**config.mk**
```make
export PLATFORM = sky130hd
export DESIGN_NAME = bit_serial_adder
export DESIGN_NICKNAME = d
export VERILOG_FILES = /design/src/rtl/bit_serial_adder_pkg.sv /design/src/rtl/full_half_add_1bit.sv /design/src/rtl/bit_serial_adder.sv
export SDC_FILE = /design/constraint.sdc
export NUM_CORES = 1
export LEC_CHECK = 0
export ABC_CLOCK_PERIOD_IN_PS = 2800
export CORE_MARGIN = 2
export CORE_UTILIZATION = 45
export CTS_CLUSTER_DIAMETER = 120
export CTS_CLUSTER_SIZE = 8
export DETAILED_ROUTE_END_ITERATION = 8
export GPL_TIMING_DRIVEN = 0
export PLACE_DENSITY_LB_ADDON = 0.1
export SETUP_SLACK_MARGIN = 0.02
export SLEW_MARGIN = 20
export SYNTH_ARGS = -nofsm -noshare
export SYNTH_HDL_FRONTEND = slang
export SYNTH_SLANG_ARGS = --single-unit
```
**constraint.sdc**
```tcl
create_clock -name i_clk -period 2.8 [get_ports i_clk]
set_clock_uncertainty 0.1 [all_clocks]
set_input_delay 0.42 -clock i_clk [delete_from_list [all_inputs] [get_ports i_clk]]
set_output_delay 0.42 -clock i_clk [all_outputs]
set_load 0.02 [all_outputs]
```
**src/rtl/bit_serial_adder_pkg.sv**
```systemverilog
// Shared types for the bit-serial adder: FSM state encoding and counter sizing.
package bit_serial_adder_pkg;

    typedef enum logic [1:0] {
        ST_IDLE = 2'd0,
        ST_RUN  = 2'd1,
        ST_DONE = 2'd2
    } state_t;

    // Bit-counter width; never below one bit so the counter always exists.
    function automatic int unsigned cnt_width(input int unsigned w);
        return (w > 2) ? $clog2(w) : 1;
    endfunction

endpackage

```
**src/rtl/full_half_add_1bit.sv**
```systemverilog
// Single-bit full adder; the only arithmetic in the serial adder datapath.
module full_half_add_1bit (
    input  logic i_a,
    input  logic i_b,
    input  logic i_cin,
    output logic o_sum,
    output logic o_carry
);

    logic half_sum;

    assign half_sum = i_a ^ i_b;
    assign o_sum    = half_sum ^ i_cin;
    assign o_carry  = (i_a & i_b) | (i_cin & half_sum);

endmodule

```
**src/rtl/bit_serial_adder.sv**
```systemverilog
// WIDTH-bit adder that streams operands LSB-first through one full adder.
// Optional SERIAL_ADD_OVF_EN adds o_ovf (signed overflow of the final result).
module bit_serial_adder
    import bit_serial_adder_pkg::*;
#(
    parameter int unsigned WIDTH = 8
) (
    input  logic             i_clk,
    input  logic             i_rst,
    input  logic             i_start,
    input  logic [WIDTH-1:0] i_a,
    input  logic [WIDTH-1:0] i_b,
    input  logic             i_cin,
    output logic             o_busy,
    output logic             o_done,
    output logic [WIDTH-1:0] o_sum,
    output logic             o_cout
`ifdef SERIAL_ADD_OVF_EN
    ,
    output logic             o_ovf
`endif
);

    localparam int unsigned CNT_W = cnt_width(WIDTH);
    localparam logic [CNT_W-1:0] CNT_LAST = CNT_W'(WIDTH - 1);

    state_t           state;
    logic [WIDTH-1:0] a_sh;
    logic [WIDTH-1:0] b_sh;
    logic [WIDTH-2:0] res_sh;
    logic [WIDTH-1:0] res_next;
    logic             carry_q;
    logic [CNT_W-1:0] cnt;
    logic             fa_sum;
    logic             fa_carry;

    full_half_add_1bit u_fa (
        .i_a    (a_sh[0]),
        .i_b    (b_sh[0]),
        .i_cin  (carry_q),
        .o_sum  (fa_sum),
        .o_carry(fa_carry)
    );

    // Result fills from the MSB down; on the last bit this is the full sum.
    assign res_next = {fa_sum, res_sh};

    always_ff @(posedge i_clk) begin
        if (i_rst) begin
            state   <= ST_IDLE;
            a_sh    <= '0;
            b_sh    <= '0;
            res_sh  <= '0;
            carry_q <= 1'b0;
            cnt     <= '0;
            o_busy  <= 1'b0;
            o_done  <= 1'b0;
            o_sum   <= '0;
            o_cout  <= 1'b0;
`ifdef SERIAL_ADD_OVF_EN
            o_ovf   <= 1'b0;
`endif
        end else begin
            o_done <= 1'b0;
            case (state)
                ST_IDLE, ST_DONE: begin
                    if (i_start) begin
                        state   <= ST_RUN;
                        a_sh    <= i_a;
                        b_sh    <= i_b;
                        carry_q <= i_cin;
                        cnt     <= '0;
                        o_busy  <= 1'b1;
                    end else begin
                        state <= ST_IDLE;
                    end
                end
                ST_RUN: begin
                    a_sh    <= a_sh >> 1;
                    b_sh    <= b_sh >> 1;
                    res_sh  <= res_next[WIDTH-1:1];
                    carry_q <= fa_carry;
                    if (cnt == CNT_LAST) begin
                        state  <= ST_DONE;
                        o_busy <= 1'b0;
                        o_done <= 1'b1;
                        o_sum  <= res_next;
                        o_cout <= fa_carry;
`ifdef SERIAL_ADD_OVF_EN
                        // carry_q here is the carry into the MSB position
                        o_ovf  <= carry_q ^ fa_carry;
`endif
                    end else begin
                        cnt <= cnt + CNT_W'(1);
                    end
                end
                default: state <= ST_IDLE;
            endcase
        end
    end

endmodule

```
==> results.cfg, run 1 <==
[floorplan]
rows = 21
fp.dieH_um = 63.4
die_width_um = 63.4
io_pins = 31
initial_core_util_pct = 47.2
core_mm2 = 0.00336
fp.dieArea_mm2 = 0.00402

[synth]
synth_area_mm2 = 0.00159
ys_types = 17
ys_ff_latch = 40
synth.most_common_cell = nand2_1
synth_commonest_cells = 57 x nand2_1, 40 x dfxtp_1, 23 x a21oi_1, 18 x nor2_1, 15 x a311oi_1
synth_cells = 194
synth_area_leader_cell = dfxtp_1
syn_area_per_cell_um2 = 8.18
seq_area_frac_synth_pct = 50.5
yosysTopAreaCellShare_pct = 50.5
ys.flop_type = dfxtp_1
synth_edf_count = 0
syn-num-nets = 217
synthTopCellsByArea = dfxtp_1 50%, nand2_1 13%, a311oi_1 8.3%
synth-async-reset-ratio_pct = 0
yosysWarnings = 0

[clocking]
htreeDepth = 2
tritoncts = done
hold_buffers = 0
cts_resized = 0
root_buffer = clkbuf_4
clock_path_buffers = 2
cts_buffers = 5
clk_latency_ns = 0.35
cts_sinks = 40
post-cts-setup-buffers = 0
clk_pin_slew_ns = 0.11

[grt]
antenna_found_initial = 0
overflow = 0
globalRouteTotalUtil_pct = 19.1
grt_max_degree = 11
grt_pass1_wl_um = 5980
grt_pass1_vias = 1393

[timing]
setup_viol = 0
final-max-slew-violation-count = 0
max_slew_margin_pct = 65.1
tightest_slew_ns = 0.523
tns_ns = 0
fmax_mhz = 543
rsz0062_at_grt = false
hold_viol = 0
period_share_pct = 65.7
min_period_ns = 1.84

[critical_path]
crit_slowest_cell = clkdlybuf4s50_1
rr_endpoint = o_busy
critPathLaunchType = flip-flop
reg2reg_slack_ns = 1.07
arrival_ns = 1.32
cp_cell_sequence = clkdlybuf4s50_1
path_delay_family = buffers and inverters
critPathKind = flip-flop to output port
max_stage_delay_ns = 0.61
reg2reg_depth = 7
r2r_start = cnt[0]
crit_fanout = 2
critPathRequiredTime_ns = 2.28
endpoint_kind = output port
crit_buf_inv = 1

[worst_hold_path]
worstHoldPathCells = 2
hp-class = flip-flop to flip-flop
worstHoldStart = o_sum[1]
hold_end = o_sum[1]

[place]
dpl.hpwl_um = 2530
port_buffers = 29
gp_congestion = 0.782

[pwr]
power_mw = 1.01
power_density_mw_per_mm2 = 513
p_leak_nw = 0.717
ir_worst_vdd_mv = 0.288

[route]
wire_per_inst_um = 12.6
antenna_left = 0
routed.top_layer = met4
vias_per_cell = 5.23
met2_length_um = 1730
wl_met3_um = 205
drcViolationCount = 0
wirelength_um = 3460
wl_met1_um = 1480
dr.first_iter.drc_count = 88
drtPass1Iterations = 4
via_count = 1433

[final_layout]
drive_above_1_share_pct = 7.02
n_antenna_cell = 0
synthToLayoutAreaGrowth_pct = 24.3
fin_util_pct = 58.6
nNetsFinal = 253

[flow_run]
cap_violations = 0

[outcome]
outcome = finished clean
-- cell families (layout without fill, tap and decap cells) --
logic type	count (synthesis)	in the layout	synth area share (%)
adders and majority gates	3	3	2.84
AOI/OAI and AO/OA	38	38	15.5
and+or+nand+nor	97	97	25.6
buffers and inverters	16	50	5.52
DFF	40	40	50.5
-- flip-flops by register name (all words and copies together) (netlist names), 2 cells and up --
register	cells
a_sh	8
b_sh	8
o_sum	8
res_sh	7
cnt	3
state	2
-- metal layers --
layer / vias to the layer above / global-route usage, %
met1: 666 / 21.6
met5: - / 0
met4: 0 / 6.25
met3: 5 / 6.43
li1: 725 / -
met2: 37 / 33.4
-- tightest hold or removal path: cells and delay by family, from the launching register on --
| family | cells | cell delay [ns] |
|---|---|---|
| flops | 1 | 0.32 |
| simple gates | 1 | 0.05 |
| compound gates | 1 | 0.05 |
-- layout make-up --
type / instances / area (um2)
Timing Repair Buffer: 29 / 290
Sequential cell: 40 / 801
Clock buffer: 5 / 37.5
Tap cell: 46 / 57.6
Multi-Input combinational cell: 138 / 698
Fill cell: 348 / 1390
Buffer: 16 / 87.6
-- per-stage QoR --
step | hold WS [ns] | std cells | instance area, um2 | setup slack (ns)
3_5_place_dp | 0.348 | 269 | 1930 | 0.911
3_3_place_gp | 0.340 | 269 | 1930 | 0.958
2_1_floorplan | 0.337 | 194 | 1590 | 1.31
4_1_cts | 0.362 | 274 | 1970 | 0.953
6_report | 0.359 | 274 | 1970 | 0.960
5_1_grt | 0.381 | 274 | 1970 | 0.887
-- worst max path at each step --
stage,from,end,cells past startpoint
5_1_grt,cnt[0],o_busy,7
3_3_place_gp,i_start,a_sh[4],6
2_1_floorplan,cnt[0],o_busy,7
3_5_place_dp,i_start,a_sh[0],6
6_report,o_cout,o_cout,1
4_1_cts,o_busy,o_busy,1
-- where the power goes --
part / total (mW) / internal [mW] / switching, mW / leakage, nW
sequential: 0.615 / 0.598 / 0.0175 / 0.327
clock: 0.256 / 0.0840 / 0.172 / 0.0230
combinational: 0.141 / 0.0660 / 0.0750 / 0.367
-- cells in the final DEF, fill, tap and decap left out, drive strengths merged, types with 2 or more instances in the layout --
cell | synthesis | routed
nand2 | 57 | 57
nor2b | 2 | 2
a21oi | 23 | 23
a311oi | 15 | 15
clkdlybuf4s50 | 0 | 29
ha | 2 | 2
dfxtp | 40 | 40
buf | 11 | 11
nor2 | 18 | 18
nand3 | 14 | 14
clkbuf | 5 | 10
nand2b | 3 | 3
Note: power is estimated with default switching activity, not from simulation.
==> run 2, diff against run 1 <==
--- a/config.mk
+++ b/config.mk
@@ -5,7 +5,7 @@
 export SDC_FILE = /design/constraint.sdc
 export NUM_CORES = 1
 export LEC_CHECK = 0
-export ABC_CLOCK_PERIOD_IN_PS = 2800
+export ABC_CLOCK_PERIOD_IN_PS = 1800
 export CORE_MARGIN = 2
 export CORE_UTILIZATION = 45
 export CTS_CLUSTER_DIAMETER = 120
==> constraint.sdc (replaced) <==
create_clock -name i_clk -period 1.8 [get_ports i_clk]
set_clock_uncertainty 0.1 [all_clocks]
set_input_delay 0.27 -clock i_clk [delete_from_list [all_inputs] [get_ports i_clk]]
set_output_delay 0.27 -clock i_clk [all_outputs]
set_load 0.02 [all_outputs]
==> results.cfg, run 2 (synthesized netlist as in run 1, its figures left out) <==
[timing]
hold_viol = 0
setup_slack_ns = 0.109
period_share_pct = 94.0
max_slew_margin_pct = 65.3
min_period_ns = 1.69
final-max-slew-violation-count = 0
hold-worst-slack_ns = 0.228
rsz0062_at_grt = false
fmax_mhz = 591
tightest_slew_ns = 0.521
tns_ns = 0
setup_viol = 0

[final_layout]
drive_above_1_share_pct = 7.46
multiInputGateArea_um2 = 698
layout_common_cells = 57 x nand2_1, 39 x dfxtp_1, 29 x clkdlybuf4s50_1
fin_util_pct = 58.8
final_common_cell = nand2_1
regArea_um2 = 802
n_antenna_cell = 0
nNetsFinal = 253
fillers = 351
synthToLayoutAreaGrowth_pct = 24.7
top_regs = a_sh (8), b_sh (8), o_sum (8)

[route]
drtPass1Iterations = 4
antenna_left = 0
wire_per_inst_um = 12.6
wirelength_um = 3460
via_count = 1432
drcViolationCount = 0
wl_met1_um = 1490
vias_per_cell = 5.23
met2_length_um = 1720
dr.first_iter.drc_count = 89
wl_met3_um = 201
routed.top_layer = met4

[critical_path]
critPathLaunchType = flip-flop
cp_cell_sequence = clkdlybuf4s50_1
max_stage_delay_ns = 0.61
critPathKind = flip-flop to output port
reg2reg_slack_ns = 0.18
rr_endpoint = o_sum[0]
r2r_start = cnt[0]
crit_buf_inv = 1
crit_fanout = 2
arrival_ns = 1.32
path_delay_family = buffers and inverters
reg2reg_depth = 7
crit_cells = 1
critPathRequiredTime_ns = 1.43
endpoint_kind = output port
crit_slowest_cell = clkdlybuf4s50_1

[floorplan]
rows = 21
fp.dieArea_mm2 = 0.00402
die_width_um = 63.4
core_mm2 = 0.00336
fp.dieH_um = 63.4
initial_core_util_pct = 47.2
io_pins = 31

[pwr]
power_mw = 1.58
p_leak_nw = 0.719
power_density_mw_per_mm2 = 797
ir_worst_vdd_mv = 0.448

[grt]
grt_max_degree = 11
globalRouteTotalUtil_pct = 19.1
grt_pass1_wl_um = 5980
overflow = 0
antenna_found_initial = 0
grt_pass1_vias = 1393

[clocking]
root_buffer = clkbuf_4
clk_pin_slew_ns = 0.11
hold_buffers = 0
tritoncts = done
cts_buffers = 5
clock_path_buffers = 2
cts_sinks = 40
clk_latency_ns = 0.35
htreeDepth = 2

[worst_hold_path]
worstHoldStart = i_rst
hp-class = primary input to flip-flop
worstHoldPathCells = 2
hold_end = state[1]

[flow_run]
cap_violations = 0

[outcome]
outcome = finished clean

[place]
gp_congestion = 0.782
port_buffers = 29
dpl.hpwl_um = 2530
place_ws_ns = 0.0610
[run 2: where the power goes]
part           total (mW)  internal (mW)  switching (mW)
combinational       0.220          0.103           0.117
clock               0.399          0.131           0.268
sequential          0.958          0.930          0.0275
[run 2: worst reg2reg max path, stage by stage (launching register included)]
cell and delay (ns):
dfxtp_2 0.35, ha_1 0.19, ha_1 0.20, buf_4 0.18, nand3b_1 0.13, buf_4 0.20, nand2_1 0.07, a21oi_1 0.13
[run 2: area by class of cell]
| class | instances | share of cell area, % |
|---|---|---|
| timing repair buffer | 29 | 14.7 |
| buffer | 16 | 4.68 |
| clock buffer | 5 | 1.90 |
| tap | 46 | 2.91 |
| multi-input combinational | 138 | 35.3 |
| sequential | 40 | 40.5 |
[run 2: per-stage QoR]
stage               cells  instance area, um2
finish                274                1980
floorplan             194                1590
CTS                   274                1970
detailed placement    269                1930
global route          274                1980
global placement      269                1930
[run 2: repair_timing]
item | in CTS | in global routing
setup buffers | 0 | 0
endpoints found under the setup margin | 0 | 8
gates resized for setup | 0 | 5
[run 2: how the worst max path moves through the flow]
| stage | startpoint | endpoint | slack [ns] |
|---|---|---|---|
| 3_5_place_dp | i_start | a_sh[0] | 0.06 |
| 4_1_cts | cnt[0] | o_busy | 0.06 |
| 3_3_place_gp | i_start | a_sh[4] | 0.11 |
| 6_report | o_cout | o_cout | 0.11 |
| 2_1_floorplan | cnt[0] | o_busy | 0.31 |
| 5_1_grt | cnt[0] | o_busy | 0.03 |
[run 2: routing by layer]
layer | global-route usage (%) | up-vias
met3 | 6.43 | 5
li1 | - | 724
met5 | 0 | -
met1 | 21.6 | 670
met2 | 33.4 | 33
met4 | 6.25 | 0
